File: config.mk
export PLATFORM = sky130hd
export DESIGN_NAME = expmod_cmd_parser
export DESIGN_NICKNAME = d
export VERILOG_FILES = /design/src/rtl/expmod_pkg.sv /design/src/rtl/expmod_cmd_parser.sv
export SDC_FILE = /design/constraint.sdc
export NUM_CORES = 1
export LEC_CHECK = 0
export CAP_MARGIN = 30
export CELL_PAD_IN_SITES_DETAIL_PLACEMENT = 1
export CELL_PAD_IN_SITES_GLOBAL_PLACEMENT = 2
export CORE_UTILIZATION = 35
export DETAILED_ROUTE_END_ITERATION = 16
export PLACE_DENSITY_LB_ADDON = 0.1
export SYNTH_ARGS = -nofsm -noshare
export SYNTH_HDL_FRONTEND = slang
export SYNTH_SLANG_ARGS = --single-unit
File: constraint.sdc
create_clock -name clk_in -period 4.39 [get_ports clk_in]
set_clock_uncertainty 0.1 [all_clocks]
set_input_delay 0.439 -clock clk_in [delete_from_list [all_inputs] [get_ports clk_in]]
set_output_delay 0.439 -clock clk_in [all_outputs]
set_load 0.005 [all_outputs]
File: src/rtl/expmod_pkg.sv
// Shared definitions for the modular-exponentiation front end.
//   state_e        : command-parser frame state
//   SYNC_BYTE_DEF  : default frame start marker
//   DEF_*          : default operand widths and their field byte counts
//   field_bytes()  : byte count of a field of the given bit width
package expmod_pkg;

   typedef enum logic [2:0] {
      ST_IDLE     = 3'd0,
      ST_VALUE    = 3'd1,
      ST_MODULUS  = 3'd2,
      ST_EXPONENT = 3'd3,
      ST_CHECK    = 3'd4,
      ST_ISSUE    = 3'd5
   } state_e;

   localparam logic [7:0] SYNC_BYTE_DEF = 8'hA5;

   localparam int DEF_MSG_WIDTH = 16;
   localparam int DEF_KEY_WIDTH = 32;
   localparam int DEF_MSG_BYTES = DEF_MSG_WIDTH / 8;
   localparam int DEF_KEY_BYTES = DEF_KEY_WIDTH / 8;

   function automatic int field_bytes(input int width);
      return width / 8;
   endfunction

endpackage

File: src/rtl/expmod_cmd_parser.sv
// Byte-stream command parser for the expmod core.
// Assembles frames (sync, value, modulus, exponent, XOR checksum; MSB byte
// first), publishes the operands on a checksum match and pulses ready_out once
// the core is not busy. Bad, timed-out or overrun frames are counted.
// Ports:
//   clk_in, rst_in (sync, active-low)
//   byte_valid_in/byte_in : incoming byte strobe and data
//   expmod_busy_in        : core busy, holds off the start pulse
//   value_out/modulus_out/exponent_out : operands, change only on a good frame
//   ready_out             : one-cycle start pulse
//   frame_err_out         : one-cycle pulse per dropped frame
//   err_count_out         : saturating dropped-frame count
module expmod_cmd_parser
   import expmod_pkg::*;
#(
   parameter int         MSG_WIDTH      = DEF_MSG_WIDTH,
   parameter int         KEY_WIDTH      = DEF_KEY_WIDTH,
   parameter logic [7:0] SYNC_BYTE      = SYNC_BYTE_DEF,
   parameter int         TIMEOUT_CYCLES = 1_000_000
) (
   input  logic                 clk_in,
   input  logic                 rst_in,
   input  logic                 byte_valid_in,
   input  logic [7:0]           byte_in,
   input  logic                 expmod_busy_in,
   output logic [MSG_WIDTH-1:0] value_out,
   output logic [KEY_WIDTH-1:0] modulus_out,
   output logic [KEY_WIDTH-1:0] exponent_out,
   output logic                 ready_out,
   output logic                 frame_err_out,
   output logic [7:0]           err_count_out
);

   localparam int MSG_BYTES = field_bytes(MSG_WIDTH);
   localparam int KEY_BYTES = field_bytes(KEY_WIDTH);
   localparam int MAX_BYTES = (MSG_BYTES > KEY_BYTES) ? MSG_BYTES : KEY_BYTES;
   localparam int CNT_W     = (MAX_BYTES > 1) ? $clog2(MAX_BYTES) : 1;
   localparam int GAP_W     = $clog2(TIMEOUT_CYCLES + 1);

   localparam logic [CNT_W-1:0] MSG_LAST = CNT_W'(MSG_BYTES - 1);
   localparam logic [CNT_W-1:0] KEY_LAST = CNT_W'(KEY_BYTES - 1);
   // Firing on the last count value makes the error land exactly
   // TIMEOUT_CYCLES edges after the most recent byte.
   localparam logic [GAP_W-1:0] GAP_LAST = GAP_W'(TIMEOUT_CYCLES - 1);

   if ((MSG_WIDTH % 8) != 0 || MSG_WIDTH < 8) begin : g_bad_msg_width
      $error("expmod_cmd_parser: MSG_WIDTH must be a non-zero multiple of 8");
   end
   if ((KEY_WIDTH % 8) != 0 || KEY_WIDTH < 8) begin : g_bad_key_width
      $error("expmod_cmd_parser: KEY_WIDTH must be a non-zero multiple of 8");
   end
   if (TIMEOUT_CYCLES < 1) begin : g_bad_timeout
      $error("expmod_cmd_parser: TIMEOUT_CYCLES must be at least 1");
   end

   state_e               state_q, state_d;
   logic [CNT_W-1:0]     cnt_q, cnt_d;
   logic [GAP_W-1:0]     gap_q, gap_d;
   logic [7:0]           csum_q, csum_d;
   logic [MSG_WIDTH-1:0] val_sh_q, val_sh_d;
   logic [KEY_WIDTH-1:0] mod_sh_q, mod_sh_d;
   logic [KEY_WIDTH-1:0] exp_sh_q, exp_sh_d;
   logic [MSG_WIDTH-1:0] value_q, value_d;
   logic [KEY_WIDTH-1:0] modulus_q, modulus_d;
   logic [KEY_WIDTH-1:0] exponent_q, exponent_d;
   logic                 ready_q, ready_d;
   logic                 frame_err_q, frame_err_d;
   logic [7:0]           err_cnt_q, err_cnt_d;
   logic                 drop;
   logic                 in_frame;

   always_comb begin
      state_d    = state_q;
      cnt_d      = cnt_q;
      gap_d      = gap_q;
      csum_d     = csum_q;
      val_sh_d   = val_sh_q;
      mod_sh_d   = mod_sh_q;
      exp_sh_d   = exp_sh_q;
      value_d    = value_q;
      modulus_d  = modulus_q;
      exponent_d = exponent_q;
      ready_d    = 1'b0;
      drop       = 1'b0;
      in_frame   = (state_q == ST_VALUE) || (state_q == ST_MODULUS) ||
                   (state_q == ST_EXPONENT) || (state_q == ST_CHECK);

      case (state_q)
         ST_IDLE: begin
            if (byte_valid_in && (byte_in == SYNC_BYTE)) begin
               state_d = ST_VALUE;
               cnt_d   = '0;
               csum_d  = '0;
            end
         end
         ST_VALUE: begin
            if (byte_valid_in) begin
               val_sh_d = (val_sh_q << 8) | MSG_WIDTH'(byte_in);
               csum_d   = csum_q ^ byte_in;
               cnt_d    = (cnt_q == MSG_LAST) ? '0 : cnt_q + CNT_W'(1);
               if (cnt_q == MSG_LAST) state_d = ST_MODULUS;
            end
         end
         ST_MODULUS: begin
            if (byte_valid_in) begin
               mod_sh_d = (mod_sh_q << 8) | KEY_WIDTH'(byte_in);
               csum_d   = csum_q ^ byte_in;
               cnt_d    = (cnt_q == KEY_LAST) ? '0 : cnt_q + CNT_W'(1);
               if (cnt_q == KEY_LAST) state_d = ST_EXPONENT;
            end
         end
         ST_EXPONENT: begin
            if (byte_valid_in) begin
               exp_sh_d = (exp_sh_q << 8) | KEY_WIDTH'(byte_in);
               csum_d   = csum_q ^ byte_in;
               cnt_d    = (cnt_q == KEY_LAST) ? '0 : cnt_q + CNT_W'(1);
               if (cnt_q == KEY_LAST) state_d = ST_CHECK;
            end
         end
         ST_CHECK: begin
            if (byte_valid_in) begin
               if (byte_in == csum_q) begin
                  value_d    = val_sh_q;
                  modulus_d  = mod_sh_q;
                  exponent_d = exp_sh_q;
                  state_d    = ST_ISSUE;
               end else begin
                  drop    = 1'b1;
                  state_d = ST_IDLE;
               end
            end
         end
         ST_ISSUE: begin
            // An overrun byte is reported but the pending start survives.
            if (byte_valid_in) drop = 1'b1;
            if (!expmod_busy_in) begin
               ready_d = 1'b1;
               state_d = ST_IDLE;
            end
         end
         default: state_d = ST_IDLE;
      endcase

      // Gap counter: a byte always clears it, so a byte on the timeout edge wins.
      if (!in_frame || byte_valid_in) begin
         gap_d = '0;
      end else if (gap_q == GAP_LAST) begin
         gap_d   = '0;
         drop    = 1'b1;
         state_d = ST_IDLE;
      end else begin
         gap_d = gap_q + GAP_W'(1);
      end

      frame_err_d = drop;
      err_cnt_d   = (drop && (err_cnt_q != 8'hFF)) ? err_cnt_q + 8'd1 : err_cnt_q;
   end

   always_ff @(posedge clk_in) begin
      if (!rst_in) begin
         state_q     <= ST_IDLE;
         cnt_q       <= '0;
         gap_q       <= '0;
         csum_q      <= '0;
         val_sh_q    <= '0;
         mod_sh_q    <= '0;
         exp_sh_q    <= '0;
         value_q     <= '0;
         modulus_q   <= '0;
         exponent_q  <= '0;
         ready_q     <= 1'b0;
         frame_err_q <= 1'b0;
         err_cnt_q   <= '0;
      end else begin
         state_q     <= state_d;
         cnt_q       <= cnt_d;
         gap_q       <= gap_d;
         csum_q      <= csum_d;
         val_sh_q    <= val_sh_d;
         mod_sh_q    <= mod_sh_d;
         exp_sh_q    <= exp_sh_d;
         value_q     <= value_d;
         modulus_q   <= modulus_d;
         exponent_q  <= exponent_d;
         ready_q     <= ready_d;
         frame_err_q <= frame_err_d;
         err_cnt_q   <= err_cnt_d;
      end
   end

   assign value_out     = value_q;
   assign modulus_out   = modulus_q;
   assign exponent_out  = exponent_q;
   assign ready_out     = ready_q;
   assign frame_err_out = frame_err_q;
   assign err_count_out = err_cnt_q;

endmodule

==> flow_metrics.py <==
metrics = {
    "setup_path": {
        "cp_slowest_cell": "and4_2",
        "r2r_slack_ps": 1820,
        "worst_ep_arrival_time_ps": 3100,
        "path_cells": "clkdlybuf4s50_1 -> xor2_1 -> nor3_1 -> and4_2 -> buf_4 -> nand2_1 -> a21oi_1",
        "crit_fanout": 35,
        "timing.rr.end": "modulus_out[29]",
        "required_ps": 4700,
        "critical_path.max_stage_delay_ps": 680,
        "worstSetupPathType": "input pin to flop",
        "crit_path_start_kind": "input pin",
        "r2r_cells": 5,
        "end_kind": "flop",
        "worstReg2RegStart": "state_q[0]",
    },
    "clock_network": {
        "cts_buffer_depth": 3,
        "clock_latency_ps": 500,
        "cts_tree": "yes",
        "clock-sinks": 203,
        "cts_buffers": 23,
        "post_cts_buffers": 0,
        "root_buffer": "clkbuf_16",
        "htreeDepth": 1,
        "postCtsHoldBufs": 0,
        "clkTransAtPathRegs_ps": 60,
        "ctsResizeCount": 0,
    },
    "floorplanning": {
        "die-width_um": 151.0,
        "initial_core_util_pct": 35.60,
        "die_area_sq_um": 22800,
        "die_h_um": 151.0,
        "rows": 54,
        "coreArea_sq_um": 21820,
        "boundaryPins": 102,
    },
    "finish": {
        "n_fill_cell": 2605,
        "fin_area_sq_um": 9628,
        "final_util_pct": 44.12,
        "antennaDiodeCount": 0,
        "layout.nets": 1064,
        "drive_above_1_share_pct": 4.995,
        "syn_to_final_growth_pct": 23.93,
    },
    "global_routing": {
        "antenna_found_initial": 0,
        "grt_pass1_vias": 6364,
        "grt_pass1_wl_um": 32740,
        "grt_busiest_layer": "met2",
        "grtUsageMet1_pct": 24.40,
        "met2_usage_pct": 29.77,
        "gr-usage-met3_pct": 2.560,
        "grt_max_degree": 103,
        "grt_usage_pct": 17.93,
        "grt_overflow": 0,
    },
    "logic_synthesis": {
        "ys_warn_count": 0,
        "synth_cells": 975,
        "yosys-top-cells-area": "dfxtp_1, nand2_1, a21oi_1, clkbuf_1, xor2_1",
        "ys_ff_latch": 203,
        "yosysTopAreaCell": "dfxtp_1",
        "synth_cell_type_count": 46,
        "synth_nets": 992,
        "syn_area_sq_um": 7769,
        "ys_seq_area_share_pct": 52.31,
        "ys_async_sr_fraction_pct": 0,
        "synth-edff-count": 0,
        "syn_area_per_cell_sq_um": 7.968,
        "synth-main-ff-cell": "dfxtp_1",
        "synth_top_area_share_pct": 52.31,
    },
    "place": {
        "dp_hpwl_um": 12970,
        "dpl_cell_area_sq_um": 8939,
        "portBuffers": 101,
        "place.gp.congestion": 0.7743,
    },
    "sta": {
        "tightest_slew_ps": 833.2,
        "max_freq_mhz": 359.0,
        "hold_viol": 0,
        "rsz0062_at_grt": "no",
        "fin_crit_ps": 2785,
        "setup_tns_ps": 0,
        "setup_viol": 0,
        "slew_headroom_pct": 43.98,
        "finalMaxSlewViolations": 0,
        "timing.final.crit_share_pct": 63.45,
    },
    "pwr": {
        "vdd_drop_max_v": 0.0002508,
        "leakage_nw": 3.054,
        "cellPowerDensity_nw_per_um2": 382.2,
    },
    "outcome": {
        "outcome": "finished clean",
    },
    "worst_hold_path": {
        "whs_endpoint": "exponent_out[29]",
        "hp-start": "exp_sh_q[29]",
        "min_path_cells": 2,
        "min_path_type": "flop to flop",
    },
    "route": {
        "ant_nets": 0,
        "first_pass_iters": 4,
        "routed_via_density": 4.870,
        "drt_iter0_drc": 267,
        "wl_um": 20300,
        "vias": 6530,
        "wire_per_inst_um": 15.13,
        "drc": 0,
    },
    "flow_run": {
        "maxCapViolations": 0,
    },
}
[synth_stat cells (2+ instances only)]
master and number:
nor2b_1 5, xnor2_1 9, nand3_1 13, nor3_1 5, nand4bb_1 2, dfxtp_1 203, nand2b_1 5, clkbuf_1 44
inv_1 10, mux2i_1 7, buf_2 12, and2_1 2, a211oi_2 2, o21a_1 2, a21oi_1 178, nand3b_1 8
ha_1 5, nor4_2 2, nor3b_1 4, buf_4 9, nand2_1 346, and4_1 2, o21ai_0 10, xor2_1 17
nor2_1 38, and3_1 9, nand4_1 6, a31oi_1 2
[sequential cells by signal (all words and copies together), names as in the netlist]
signal / count
cnt_q: 2
csum_q: 8
err_count_out: 8
exp_sh_q: 32
exponent_out: 32
frame_err_out: 1
gap_q: 20
mod_sh_q: 32
modulus_out: 32
ready_out: 1
state_q: 3
val_sh_q: 16
value_out: 16
[through the flow]
| stage | setup slack, ps | hold slack [ps] | instances | power, W |
|---|---|---|---|---|
| 4_1_cts | 1575 | 355.3 | 1341 | 0.003736 |
| 5_1_grt | 1387 | 371.0 | 1341 | 0.003815 |
| 6_report | 1605 | 352.2 | 1341 | 0.003680 |
| 3_3_place_gp | 1129 | 341.2 | 1301 | 0.001946 |
| 3_5_place_dp | 1057 | 347.0 | 1302 | 0.001947 |
| 2_1_floorplan | 2489 | 329.7 | 975 | 0.001915 |
[worst max path at each step]
stage	start	end	slack, ps	cells after the start
2_1_floorplan	byte_valid_in	mod_sh_q[10]	2490	8
3_3_place_gp	byte_in[6]	value_out[1]	1130	7
3_5_place_dp	byte_in[6]	value_out[8]	1060	7
4_1_cts	byte_in[6]	modulus_out[29]	1570	7
5_1_grt	byte_in[4]	value_out[10]	1390	7
6_report	byte_in[6]	modulus_out[29]	1600	7
[metal layers]
metal	up-vias	wire, um
met4	0	294
li1	3335	-
met1	3080	9952
met5	-	0
met2	94	9322
met3	21	726
[critical path, delay by kind of cell]
| kind | cells | cell delay [ps] |
|---|---|---|
| xor gates and xnor gates | 1 | 260 |
| buffers and inverters | 2 | 1080 |
| AOI/OAI and AO/OA | 1 | 170 |
| and+or+nand+nor | 3 | 1110 |
[power by group]
part / internal, W / switching, W / total, W
Sequential: 0.00184 / 0.000000134 / 0.00184
Combinational: 0.0000165 / 0.0000465 / 0.0000630
Clock: 0.00105 / 0.000729 / 0.00177
Total: 0.00290 / 0.000776 / 0.00368
[placed cells by master (no fill, tap or decap), types with 10 or more instances in the layout]
cell and count:
a21oi_1 178, buf_4 10, dfxtp_1 203, nand2_1 346
clkbuf_16 23, clkdlybuf4s50_1 101, nand3_1 13, o21ai_0 10
nor2_1 37, xor2_1 17
[area by class of cell]
cell class / instances / area, sq um / area share, %
Timing Repair Buffer: 112 / 1106 / 11.49
Multi-Input combinational cell: 697 / 3378 / 35.09
Clock inverter: 3 / 15.01 / 0.1559
Clock buffer: 36 / 674.4 / 7.005
Sequential cell: 203 / 4064 / 42.21
Tap cell: 280 / 350.3 / 3.639
Inverter: 10 / 40.04 / 0.4159
[cell families (layout without fill, tap and decap cells)]
| group | count (synthesis) | count (layout) | share of synthesized area, % |
|---|---|---|---|
| AND/OR/NAND/NOR | 454 | 454 | 24.55 |
| buffers and inverters | 75 | 161 | 4.252 |
| flip-flops | 203 | 203 | 52.31 |
| AO/OA/AOI/OAI | 205 | 205 | 14.25 |
| adder cells (fa/ha/maj) | 5 | 5 | 0.8053 |
| XOR/XNOR | 26 | 26 | 2.931 |
| multiplexers | 7 | 7 | 0.9020 |
Note: power is estimated with default switching activity, not from simulation.
